--- config.mk ---
export PLATFORM = sky130hd
export DESIGN_NAME = id_ex_stage
export DESIGN_NICKNAME = d
export VERILOG_FILES = /design/src/rtl/proc_pkg.sv /design/src/rtl/load_use_detect.sv /design/src/rtl/id_ex_stage.sv
export SDC_FILE = /design/constraint.sdc
export NUM_CORES = 1
export LEC_CHECK = 0
export ABC_CLOCK_PERIOD_IN_PS = 2600
export BUFFER_PORTS_ARGS = -buffer_cell sky130_fd_sc_hd__buf_2
export CAP_MARGIN = 30
export CELL_PAD_IN_SITES_DETAIL_PLACEMENT = 0
export CELL_PAD_IN_SITES_GLOBAL_PLACEMENT = 2
export CORE_MARGIN = 3
export CORE_UTILIZATION = 24
export DETAILED_ROUTE_END_ITERATION = 6
export GPL_TIMING_DRIVEN = 1
export PLACE_DENSITY_LB_ADDON = 0.2
export SLEW_MARGIN = 20
export SYNTH_ARGS = -nofsm -noshare
export SYNTH_HDL_FRONTEND = slang
export SYNTH_SLANG_ARGS = --single-unit
--- constraint.sdc ---
create_clock -name clk -period 2.6 [get_ports clk]
set_input_delay 0.39 -clock clk [delete_from_list [all_inputs] [get_ports clk]]
set_output_delay 0.39 -clock clk [all_outputs]
set_load 0.02 [all_outputs]
--- src/rtl/proc_pkg.sv ---
// -----------------------------------------------------------------------------
// proc_pkg
// Shared definitions for the segmented processor pipeline.
//  - Bit positions inside the 10-bit decoder control word.
//  - ALU-op encodings carried in control bits [1:0].
//  - Primary opcode values recognised by the main decoder.
// No ports; imported by the pipeline stage modules.
// -----------------------------------------------------------------------------
package proc_pkg;

  // Control word bit map
  localparam int CTRL_JUMP       = 9;
  localparam int CTRL_REG_DST    = 8;
  localparam int CTRL_ALU_SRC    = 7;
  localparam int CTRL_MEM_TO_REG = 6;
  localparam int CTRL_REG_WRITE  = 5;
  localparam int CTRL_MEM_READ   = 4;
  localparam int CTRL_MEM_WRITE  = 3;
  localparam int CTRL_BRANCH     = 2;
  localparam int CTRL_ALUOP_HI   = 1;
  localparam int CTRL_ALUOP_LO   = 0;

  typedef enum logic [1:0] {
    ALU_ADD   = 2'b00,  // address generation for lw/sw
    ALU_SUB   = 2'b01,  // compare for beq
    ALU_FUNCT = 2'b10,  // R-type, operation taken from funct field
    ALU_IMM   = 2'b11   // immediate-class operations
  } alu_op_e;

  typedef enum logic [5:0] {
    OPC_RTYPE = 6'b000000,
    OPC_LW    = 6'b100011,
    OPC_SW    = 6'b101011,
    OPC_BEQ   = 6'b000100,
    OPC_EXT0  = 6'b111111,
    OPC_EXT1  = 6'b111110
  } opcode_e;

endpackage

--- src/rtl/load_use_detect.sv ---
// -----------------------------------------------------------------------------
// load_use_detect
// Combinational load-use hazard check between the instruction in EX and the
// instruction currently being decoded.
// Ports:
//   valid_ex_i    : EX holds a real instruction
//   mem_read_ex_i : the EX instruction is a load
//   rt_ex_i       : load destination register
//   id_valid_i    : ID holds a real instruction
//   rs_id_i/rt_id_i : source register fields of the ID instruction
//   hazard_o      : ID reads the register the EX load has not yet produced
// -----------------------------------------------------------------------------
module load_use_detect #(
  parameter int REG_AW = 5
) (
  input  logic              valid_ex_i,
  input  logic              mem_read_ex_i,
  input  logic [REG_AW-1:0] rt_ex_i,
  input  logic              id_valid_i,
  input  logic [REG_AW-1:0] rs_id_i,
  input  logic [REG_AW-1:0] rt_id_i,
  output logic              hazard_o
);

  // Register 0 is hard-wired, so a load targeting it never blocks anybody.
  assign hazard_o = valid_ex_i & mem_read_ex_i & (rt_ex_i != '0) & id_valid_i &
                    ((rs_id_i == rt_ex_i) | (rt_id_i == rt_ex_i));

endmodule

--- src/rtl/id_ex_stage.sv ---
// -----------------------------------------------------------------------------
// id_ex_stage
// ID/EX pipeline register. Captures the sanitised decoder control word and the
// decode-stage operands, presenting them to EX one cycle later. Inserts a
// bubble on flush, on a load-use hazard, or when ID is empty, and counts stall
// cycles in a saturating counter.
// Ports:
//   clk, rst              : clock, synchronous active-high reset
//   id_valid_in           : ID holds a real instruction
//   control_in            : decoder control word
//   pc4_in, rd1_in, rd2_in, imm_in : decode-stage data
//   rs_in, rt_in, rd_in   : register fields
//   flush_in              : squash the ID instruction
//   control_ex .. rd_ex   : registered copies for EX, valid_ex marks real ones
//   stall_out             : hold PC and IF/ID this cycle (combinational)
//   stall_count           : saturating count of stall cycles since reset
// -----------------------------------------------------------------------------
module id_ex_stage
  import proc_pkg::*;
#(
  parameter int DATA_W = 32,
  parameter int REG_AW = 5,
  parameter int CTRL_W = 10,
  parameter int CNT_W  = 16
) (
  input  logic              clk,
  input  logic              rst,
  input  logic              id_valid_in,
  input  logic [CTRL_W-1:0] control_in,
  input  logic [DATA_W-1:0] pc4_in,
  input  logic [DATA_W-1:0] rd1_in,
  input  logic [DATA_W-1:0] rd2_in,
  input  logic [DATA_W-1:0] imm_in,
  input  logic [REG_AW-1:0] rs_in,
  input  logic [REG_AW-1:0] rt_in,
  input  logic [REG_AW-1:0] rd_in,
  input  logic              flush_in,
  output logic [CTRL_W-1:0] control_ex,
  output logic              valid_ex,
  output logic [DATA_W-1:0] pc4_ex,
  output logic [DATA_W-1:0] rd1_ex,
  output logic [DATA_W-1:0] rd2_ex,
  output logic [DATA_W-1:0] imm_ex,
  output logic [REG_AW-1:0] rs_ex,
  output logic [REG_AW-1:0] rt_ex,
  output logic [REG_AW-1:0] rd_ex,
  output logic              stall_out,
  output logic [CNT_W-1:0]  stall_count
);

  logic [CTRL_W-1:0] ctrl_q, ctrl_d, ctrl_san;
  logic              valid_q, valid_d;
  logic [DATA_W-1:0] pc4_q, pc4_d, rd1_q, rd1_d, rd2_q, rd2_d, imm_q, imm_d;
  logic [REG_AW-1:0] rs_q, rs_d, rt_q, rt_d, rd_q, rd_d;
  logic [CNT_W-1:0]  cnt_q, cnt_d;
  logic              hazard;

  load_use_detect #(.REG_AW(REG_AW)) u_hazard (
    .valid_ex_i    (valid_q),
    .mem_read_ex_i (ctrl_q[CTRL_MEM_READ]),
    .rt_ex_i       (rt_q),
    .id_valid_i    (id_valid_in),
    .rs_id_i       (rs_in),
    .rt_id_i       (rt_in),
    .hazard_o      (hazard)
  );

  // A flushed instruction is discarded anyway, so holding the front end for it
  // would only waste a cycle.
  assign stall_out = hazard & ~flush_in;

  always_comb begin
    // Without a register write, reg_dst and mem_to_reg are decoder don't-cares;
    // clearing them keeps unknowns from ever reaching EX.
    ctrl_san = control_in;
    if (!control_in[CTRL_REG_WRITE]) begin
      ctrl_san[CTRL_REG_DST]    = 1'b0;
      ctrl_san[CTRL_MEM_TO_REG] = 1'b0;
    end
  end

  always_comb begin
    // NOTE: every next-state signal gets its bubble value first, so no path
    // leaves one unassigned and no latch is inferred.
    ctrl_d  = '0;
    valid_d = 1'b0;
    pc4_d   = '0;
    rd1_d   = '0;
    rd2_d   = '0;
    imm_d   = '0;
    rs_d    = '0;
    rt_d    = '0;
    rd_d    = '0;
    if (!flush_in && !hazard && id_valid_in) begin
      ctrl_d  = ctrl_san;
      valid_d = 1'b1;
      pc4_d   = pc4_in;
      rd1_d   = rd1_in;
      rd2_d   = rd2_in;
      imm_d   = imm_in;
      rs_d    = rs_in;
      rt_d    = rt_in;
      rd_d    = rd_in;
    end

    cnt_d = cnt_q;
    if (stall_out && (cnt_q != '1)) begin
      cnt_d = cnt_q + CNT_W'(1);
    end
  end

  // NOTE: sequential state uses non-blocking assignments so every register
  // samples its pre-edge inputs regardless of statement order.
  always_ff @(posedge clk) begin
    if (rst) begin
      ctrl_q  <= '0;
      valid_q <= 1'b0;
      pc4_q   <= '0;
      rd1_q   <= '0;
      rd2_q   <= '0;
      imm_q   <= '0;
      rs_q    <= '0;
      rt_q    <= '0;
      rd_q    <= '0;
      cnt_q   <= '0;
    end else begin
      ctrl_q  <= ctrl_d;
      valid_q <= valid_d;
      pc4_q   <= pc4_d;
      rd1_q   <= rd1_d;
      rd2_q   <= rd2_d;
      imm_q   <= imm_d;
      rs_q    <= rs_d;
      rt_q    <= rt_d;
      rd_q    <= rd_d;
      cnt_q   <= cnt_d;
    end
  end

  assign control_ex  = ctrl_q;
  assign valid_ex    = valid_q;
  assign pc4_ex      = pc4_q;
  assign rd1_ex      = rd1_q;
  assign rd2_ex      = rd2_q;
  assign imm_ex      = imm_q;
  assign rs_ex       = rs_q;
  assign rt_ex       = rt_q;
  assign rd_ex       = rd_q;
  assign stall_count = cnt_q;

endmodule

==> results of run 1 <==
-- worst max-delay path, delay by kind of cell (launching register included) --
kind	cells	cell delay, ns
buffers and inverters	1	0.16
flip-flops	1	0.36
AND/OR/NAND/NOR	3	0.83
AO/OA/AOI/OAI	1	0.34
-- layout by cell type, fill, tap and decap left out, types with 2 or more instances in the layout --
cell type | synthesis | layout
a21oi_1 | 9 | 9
and2_1 | 155 | 155
and3_1 | 5 | 5
and4_1 | 4 | 4
buf_12 | 0 | 2
buf_2 | 1 | 327
clkbuf_1 | 12 | 2
clkbuf_16 | 0 | 17
clkinv_2 | 0 | 2
clkinv_4 | 0 | 2
clkinvlp_4 | 0 | 3
dfxtp_1 | 170 | 170
inv_6 | 0 | 4
mux2_1 | 2 | 2
mux2_2 | 5 | 5
nand2_1 | 2 | 2
nand3_1 | 4 | 4
nand4_1 | 7 | 7
nor2_1 | 11 | 11
nor2b_1 | 7 | 7
nor3_1 | 6 | 6
nor4_1 | 2 | 2
o21ai_0 | 7 | 7
o31ai_1 | 2 | 2
or3_1 | 6 | 6
or4_1 | 2 | 2
xor2_1 | 10 | 10
-- metrics by stage --
stage | util [%] | hold slack, ns | worst slack (ns) | cells
CTS | 36.16 | 0.1362 | 0.05978 | 1065
global route | 36.16 | 0.1404 | 0.01386 | 1065
finish | 36.17 | 0.1665 | 0.1069 | 1066
global placement | 33.58 | 0.4989 | 0.4631 | 1033
detailed placement | 33.58 | 0.4968 | 0.4579 | 1033
floorplan | - | 0.5117 | 0.6722 | 451
-- cell families after synthesis --
logic type | Yosys count | synth area share (%)
buffers and inverters | 23 | 2.957
AO/OA/AOI/OAI | 24 | 3.434
XOR/XNOR | 10 | 1.669
AND/OR/NAND/NOR | 216 | 25.33
adder cells (fa/ha/maj) | 1 | 0.2385
multiplexers | 7 | 1.502
flip-flops | 170 | 64.87
-- power by group --
group	internal, mW	switching, mW	total (mW)
combinational	0.169	0.194	0.363
clock	1.25	1.08	2.33
sequential	2.67	0.0170	2.68
total	4.08	1.29	5.38
-- per-layer routing --
| metal | vias to the layer above | track usage (%) | part of all wire [%] |
|---|---|---|---|
| met4 | 6 | 3.154 | 0.89 |
| met1 | 1929 | 12.71 | 35 |
| met5 | - | 0 | 0.27 |
| met3 | 14 | 7.627 | 12 |
| li1 | 2106 | - | - |
| met2 | 190 | 23.33 | 52 |
-- registers in the layout, summed over array words and instances (netlist names) --
signal,cells
control_ex,10
imm_ex,32
pc4_ex,32
rd1_ex,32
rd2_ex,32
rd_ex,5
rs_ex,5
rt_ex,5
stall_count,16
valid_ex,1
-- path summary, 6_finish.rpt --
path              depth (start not counted)  slack, ns              to           start
hold reg to reg                           2       0.50  stall_count[7]  stall_count[7]
setup reg to reg                          5       0.54      rd2_ex[20]        rt_ex[0]
hold / removal                            2       0.17      pc4_ex[14]      pc4_in[14]
setup / recovery                          5       0.11       stall_out        rt_ex[0]
-- cell type report --
type	count	area (um2)	area share [%]
clock inverters	13	112.6	1.467
repair buffers	330	1684	21.94
diodes	1	2.502	0.03261
clock buffers	19	432.9	5.641
multi-input cells	258	1695	22.09
well taps	275	344.1	4.483
flip-flops and latches	170	3403	44.34
==> results.sh, run 1 <==
export IMPL_synth_ff_latch_count=170
export IMPL_synth_distinct_cells=35
export IMPL_finish_instance_area_um2=7675
export IMPL_slowest_delay_ns=0.56
export IMPL_min_path_type="primary input to flip-flop"
export IMPL_criticalPathCategory="flip-flop to output port"
export IMPL_drive_gt1_share_pct=47.22
export IMPL_cts_hold_buf=0
export IMPL_min_period_over_period_pct=95.89
export IMPL_dr_total_vias=4245
export IMPL_fillCellCount=2232
export IMPL_grt_total_usage_pct=12.94
export IMPL_die_width_um=153.9
export IMPL_io_buffers=327
export IMPL_die_h_um=153.9
export IMPL_dpl_hpwl_mm=12.37
export IMPL_final_max_slew_viol_count=0
export IMPL_synth_top_cell_area_share_pct=64.87
export IMPL_tns_ns=0
export IMPL_dieArea_um2=23670
export IMPL_max_cap_violations=0
export IMPL_dpl_cell_area_um2=7127
export IMPL_crit_slowest_cell="or4_4"
export IMPL_powerDensity_nw_per_um2=700.7
export IMPL_area_delta_synth_final_pct=46.29
export IMPL_drt_wirelength_per_cell_um=14.83
export IMPL_endpoint_kind="output port"
export IMPL_viasPerCell=3.982
export IMPL_synth_fp_nets=609
export IMPL_worst_setup_path_start_kind="flip-flop"
export IMPL_max_clock_path_buffers=2
export IMPL_grt_max_degree=71
export IMPL_cts_num_sinks=170
export IMPL_synth_area_um2=5246
export IMPL_start_util_pct=24.72
export IMPL_grt_ovfl_total=0
export IMPL_numCtsBuffers=17
export IMPL_async_reset_ff_share_pct=0
export IMPL_clk_latency_ns=0.42
export IMPL_maxSlewHeadroom_pct=69.64
export IMPL_arrival_ns=2.10
export IMPL_drtPass1Iterations=4
export IMPL_status="completed"
export IMPL_drc=0
export IMPL_ys_top_cells_by_count="170 x dfxtp_1, 155 x and2_1, 12 x clkbuf_1"
export IMPL_wirelength_mm=15.81
export IMPL_worstPathRequired_ns=2.21
export IMPL_rows=53
export IMPL_finalHoldViolations=0
export IMPL_worstMarginPinSlew_ns=0.4554
export IMPL_place_congestion=0.7641
export IMPL_p_total_mw=5.377
export IMPL_yosysWarnings=0
export IMPL_coreArea_um2=21220
export IMPL_critPathMaxFanout=8
export IMPL_crit_chain="or4_4, o2111a_2, or2b_1, nor2_1, buf_2"
export IMPL_setup_violations=0
export IMPL_rsz0062_at_grt="no"
export IMPL_fin_skew_ns=0.009127
export IMPL_final_antenna_net_count=0
export IMPL_fin_nets=935
export IMPL_drt_initial_drc_count=124
export IMPL_cts_max_level=4
export IMPL_grt_pass1_vias=4273
export IMPL_ir_drop_mv=0.3714
export IMPL_min_period_ns=2.493
export IMPL_clkTransAtPathRegs_ns=0.07
export IMPL_clockRootBuffer="clkbuf_16"
export IMPL_fmax_mhz=401.1
export IMPL_power_leakage_nw=3.893
export IMPL_yosys_area_top_type="dfxtp_1"
export IMPL_yosysMostFrequentCell="dfxtp_1"
export IMPL_grt_pass1_wl_mm=23.69
export IMPL_syn_inst=451
export IMPL_antenna_found_initial=3
export IMPL_synth_seq_area_share_pct=64.87
export IMPL_synth_edf_count=0
export IMPL_ios=328
export IMPL_synth_avg_cell_area_um2=11.63
export IMPL_synth_area_leaders="dfxtp_1 65%, and2_1 18%, buf_6 1.7%"
export IMPL_post_cts_resized=0
export IMPL_cts_tree="built"
export IMPL_ys_flop_type="dfxtp_1"
export IMPL_cts_setup_buffers=0
(Power assumes the default switching activity.)
==> inputs of run 2 (changes only) <==
--- a/config.mk
+++ b/config.mk
@@ -5,17 +5,18 @@
 export SDC_FILE = /design/constraint.sdc
 export NUM_CORES = 1
 export LEC_CHECK = 0
-export ABC_CLOCK_PERIOD_IN_PS = 2600
+export ABC_CLOCK_PERIOD_IN_PS = 2100
 export BUFFER_PORTS_ARGS = -buffer_cell sky130_fd_sc_hd__buf_2
 export CAP_MARGIN = 30
 export CELL_PAD_IN_SITES_DETAIL_PLACEMENT = 0
 export CELL_PAD_IN_SITES_GLOBAL_PLACEMENT = 2
 export CORE_MARGIN = 3
-export CORE_UTILIZATION = 24
+export CORE_UTILIZATION = 21
 export DETAILED_ROUTE_END_ITERATION = 6
 export GPL_TIMING_DRIVEN = 1
 export PLACE_DENSITY_LB_ADDON = 0.2
 export SLEW_MARGIN = 20
 export SYNTH_ARGS = -nofsm -noshare
 export SYNTH_HDL_FRONTEND = slang
+export SYNTH_HIERARCHICAL = 1
 export SYNTH_SLANG_ARGS = --single-unit
==> constraint.sdc (replaced) <==
create_clock -name clk -period 2.1 [get_ports clk]
set_input_delay 0.315 -clock clk [delete_from_list [all_inputs] [get_ports clk]]
set_output_delay 0.315 -clock clk [all_outputs]
set_load 0.02 [all_outputs]
==> results.sh, run 2 <==
export IMPL_dpl_hpwl_mm=12.26
export IMPL_cts_num_sinks=170
export IMPL_synth_compound_area_share_pct=2.991
export IMPL_synth_seq_area_share_pct=67.24
export IMPL_cts_tree="built"
export IMPL_criticalPathCategory="flip-flop to output port"
export IMPL_dpl_cell_area_um2=7262
export IMPL_ys_flop_type="dfxtp_1"
export IMPL_crit_start="rt_ex[4]"
export IMPL_critPathCapture="stall_out"
export IMPL_wl_met1_mm=7.356
export IMPL_fin_skew_ns=0.01306
export IMPL_synth_edf_count=0
export IMPL_wl_met3_mm=1.624
export IMPL_powerDensity_nw_per_um2=814.7
export IMPL_area_delta_synth_final_pct=73.65
export IMPL_grt_ovfl_total=0
export IMPL_arrival_ns=2.03
export IMPL_switching_power_mw=1.683
export IMPL_setup_ws_ns=-0.2478
export IMPL_endpoint_kind="output port"
export IMPL_synth_top_cell_area_share_pct=67.24
export IMPL_grt_pass1_wl_mm=26.26
export IMPL_seqPwrFrac_pct=46.3
export IMPL_coreArea_um2=23610
export IMPL_clkTransAtPathRegs_ns=0.07
export IMPL_start_util_pct=21.43
export IMPL_die_width_um=161.2
export IMPL_synth_distinct_cells=35
export IMPL_wirelength_mm=18.09
export IMPL_hold_ws_ns=0.09224
export IMPL_async_reset_ff_share_pct=0
export IMPL_reg2reg_to="pc4_ex[25]"
export IMPL_cts_hold_buf=0
export IMPL_p_sw_share_pct=23.50
export IMPL_tns_ns=-25.60
export IMPL_critical_path_top_delay_family="simple AND/OR/NAND/NOR gates"
export IMPL_p_total_mw=7.160
export IMPL_grt_max_degree=22
export IMPL_synth_simple_area_share_pct=24.72
export IMPL_die_h_um=161.2
export IMPL_place_congestion=0.7314
export IMPL_min_period_ns=2.348
export IMPL_path_buf_inv=4
export IMPL_ys_top_cells_by_count="170 x dfxtp_1, 151 x and2_1, 19 x clkbuf_1"
export IMPL_viasPerCell=3.849
export IMPL_rows=56
export IMPL_drive_gt1_share_pct=58.26
export IMPL_synth_avg_cell_area_um2=11.61
export IMPL_ir_drop_mv=0.4219
export IMPL_ios=328
export IMPL_finish_instance_area_um2=8788
export IMPL_grt_pass1_vias=4555
export IMPL_max_clock_path_buffers=2
export IMPL_clk_latency_ns=0.42
export IMPL_violations="negative setup slack"
export IMPL_rsz0062_at_grt="yes"
export IMPL_worstPathRequired_ns=1.78
export IMPL_power_leakage_nw=4.374
export IMPL_fin_nets=975
export IMPL_finalHoldViolations=0
export IMPL_r2r_start="rt_ex[4]"
export IMPL_dieArea_um2=26000
export IMPL_worst_setup_path_start_kind="flip-flop"
export IMPL_met2WireLength_mm=8.820
export IMPL_final_common_cell="buf_2"
export IMPL_p_int_mw=5.477
export IMPL_crit_top_cell="buf_6"
export IMPL_crit_slowest_cell="or4_4"
export IMPL_synth_fa_ha_area_share_pct=0.2472
export IMPL_drt_initial_drc_count=151
export IMPL_combPwrFrac_pct=8.3
export IMPL_slowest_delay_ns=0.49
export IMPL_place_ws_ns=-0.3227
export IMPL_drt_wirelength_per_cell_um=15.75
export IMPL_highest_layer="met5"
export IMPL_synth_area_um2=5061
export IMPL_worstMarginPinSlew_ns=0.4673
export IMPL_mostFrequentLayoutCells="326 x buf_2, 166 x dfxtp_1, 108 x and2_1"
export IMPL_yosys_area_top_type="dfxtp_1"
export IMPL_yosysMostFrequentCell="dfxtp_1"
export IMPL_whs_path_depth=2
export IMPL_drtPass1Iterations=4
export IMPL_muxShareOfSynthArea_pct=1.088
export IMPL_fmax_mhz=425.9
export IMPL_synthXorXnorAreaFrac_pct=1.904
export IMPL_synth_fp_nets=594
export IMPL_critPathMaxFanout=3
export IMPL_dr_total_vias=4423
export IMPL_synth_ff_latch_count=170
export IMPL_power_share_clock_pct=45.4
export IMPL_cp_depth=8
export IMPL_antenna_found_initial=2
export IMPL_cts_max_level=4
export IMPL_io_buffers=327
export IMPL_maxSlewHeadroom_pct=68.85
export IMPL_syn_inst=436
export IMPL_numCtsBuffers=17
export IMPL_synth_top_family_by_area="simple AND/OR/NAND/NOR gates"
export IMPL_grt_total_usage_pct=13.19
export IMPL_max_cap_violations=0
export IMPL_synth_area_leaders="dfxtp_1 67%, and2_1 19%, clkbuf_1 1.4%"
export IMPL_final_antenna_net_count=0
export IMPL_drc=0
export IMPL_setup_violations=165
export IMPL_min_path_type="primary input to flip-flop"
export IMPL_final_max_slew_viol_count=0
export IMPL_min_period_over_period_pct=111.8
export IMPL_status="finished, violations left"
export IMPL_r2r_cells=11
export IMPL_crit_chain="buf_6, or4_4, o2111ai_4, a21oi_4, nand2b_1, inv_2, buf_6, buf_6"
export IMPL_yosysWarnings=6
export IMPL_rrSetupSlack_ns=-0.22
export IMPL_clockRootBuffer="clkbuf_16"
## run 2: what timing repair did
action                     CTS  global route
setup endpoints to repair  166           169
gates cloned                13             7
resized for setup           52            57
pin swaps                   32            11
buffers inserted            16             5
## run 2: worst register-to-register path, cell delays in order (launching register included)
cell and delay [ns]:
dfxtp_4 0.35, buf_6 0.11, or4_4 0.49, o2111ai_4 0.22
a21oi_4 0.05, buf_4 0.14, nor4b_4 0.21, buf_6 0.17
buf_12 0.16, buf_12 0.13, clkbuf_16 0.13, and2_1 0.11
## run 2: final cells by class
class	count	area, um2
fill	2428	14820
sequential	170	3416
timing repair buffer	382	2535
multi-input combinational	242	1814
clock buffer	19	454.2
tap	319	399.1
clock inverter	12	152.6
inverter	4	15.01
antenna	1	2.502
## run 2: per-layer routing
metal  up-vias  global-route usage, %
met4         2                  4.341
met1      2025                  14.54
met2       206                  22.99
li1       2173                      -
met5         -                      0
met3        17                  5.566
## run 2: cells by family after synthesis
| kind of cell | count (synthesis) |
|---|---|
| flops | 170 |
| fa+ha+maj | 1 |
| mux | 5 |
| compound gates | 22 |
| buf+inv | 24 |
| simple gates | 203 |
| xor+xnor | 11 |
## run 2: how the worst min path moves through the flow
stage	slack (ns)	endpoint	from
after detailed placement	0.52	stall_count[15]	stall_count[15]
after global placement	0.50	stall_count[15]	stall_count[15]
after global routing	0.07	rd2_ex[3]	rd2_in[3]
after CTS	0.06	rd2_ex[11]	rd2_in[11]
after floorplan	0.44	rt_ex[0]	rt_in[0]
final	0.09	rd2_ex[3]	rd2_in[3]
## run 2: power by group through the flow
stage | clock network [mW] | logic [mW] | registers (mW)
floorplan | 0 | 0.0944 | 3.50
global placement | 0 | 0.454 | 3.39
detailed placement | 0 | 0.454 | 3.39
CTS | 3.38 | 0.572 | 3.32
global route | 3.50 | 0.641 | 3.32
finish | 3.25 | 0.592 | 3.32
## run 2: through the flow
step / instances / utilization [%]
floorplan: 436 / -
finish: 1149 / 37.22
global route: 1149 / 37.22
CTS: 1142 / 36.23
detailed placement: 1083 / 30.75
global placement: 1083 / 30.75
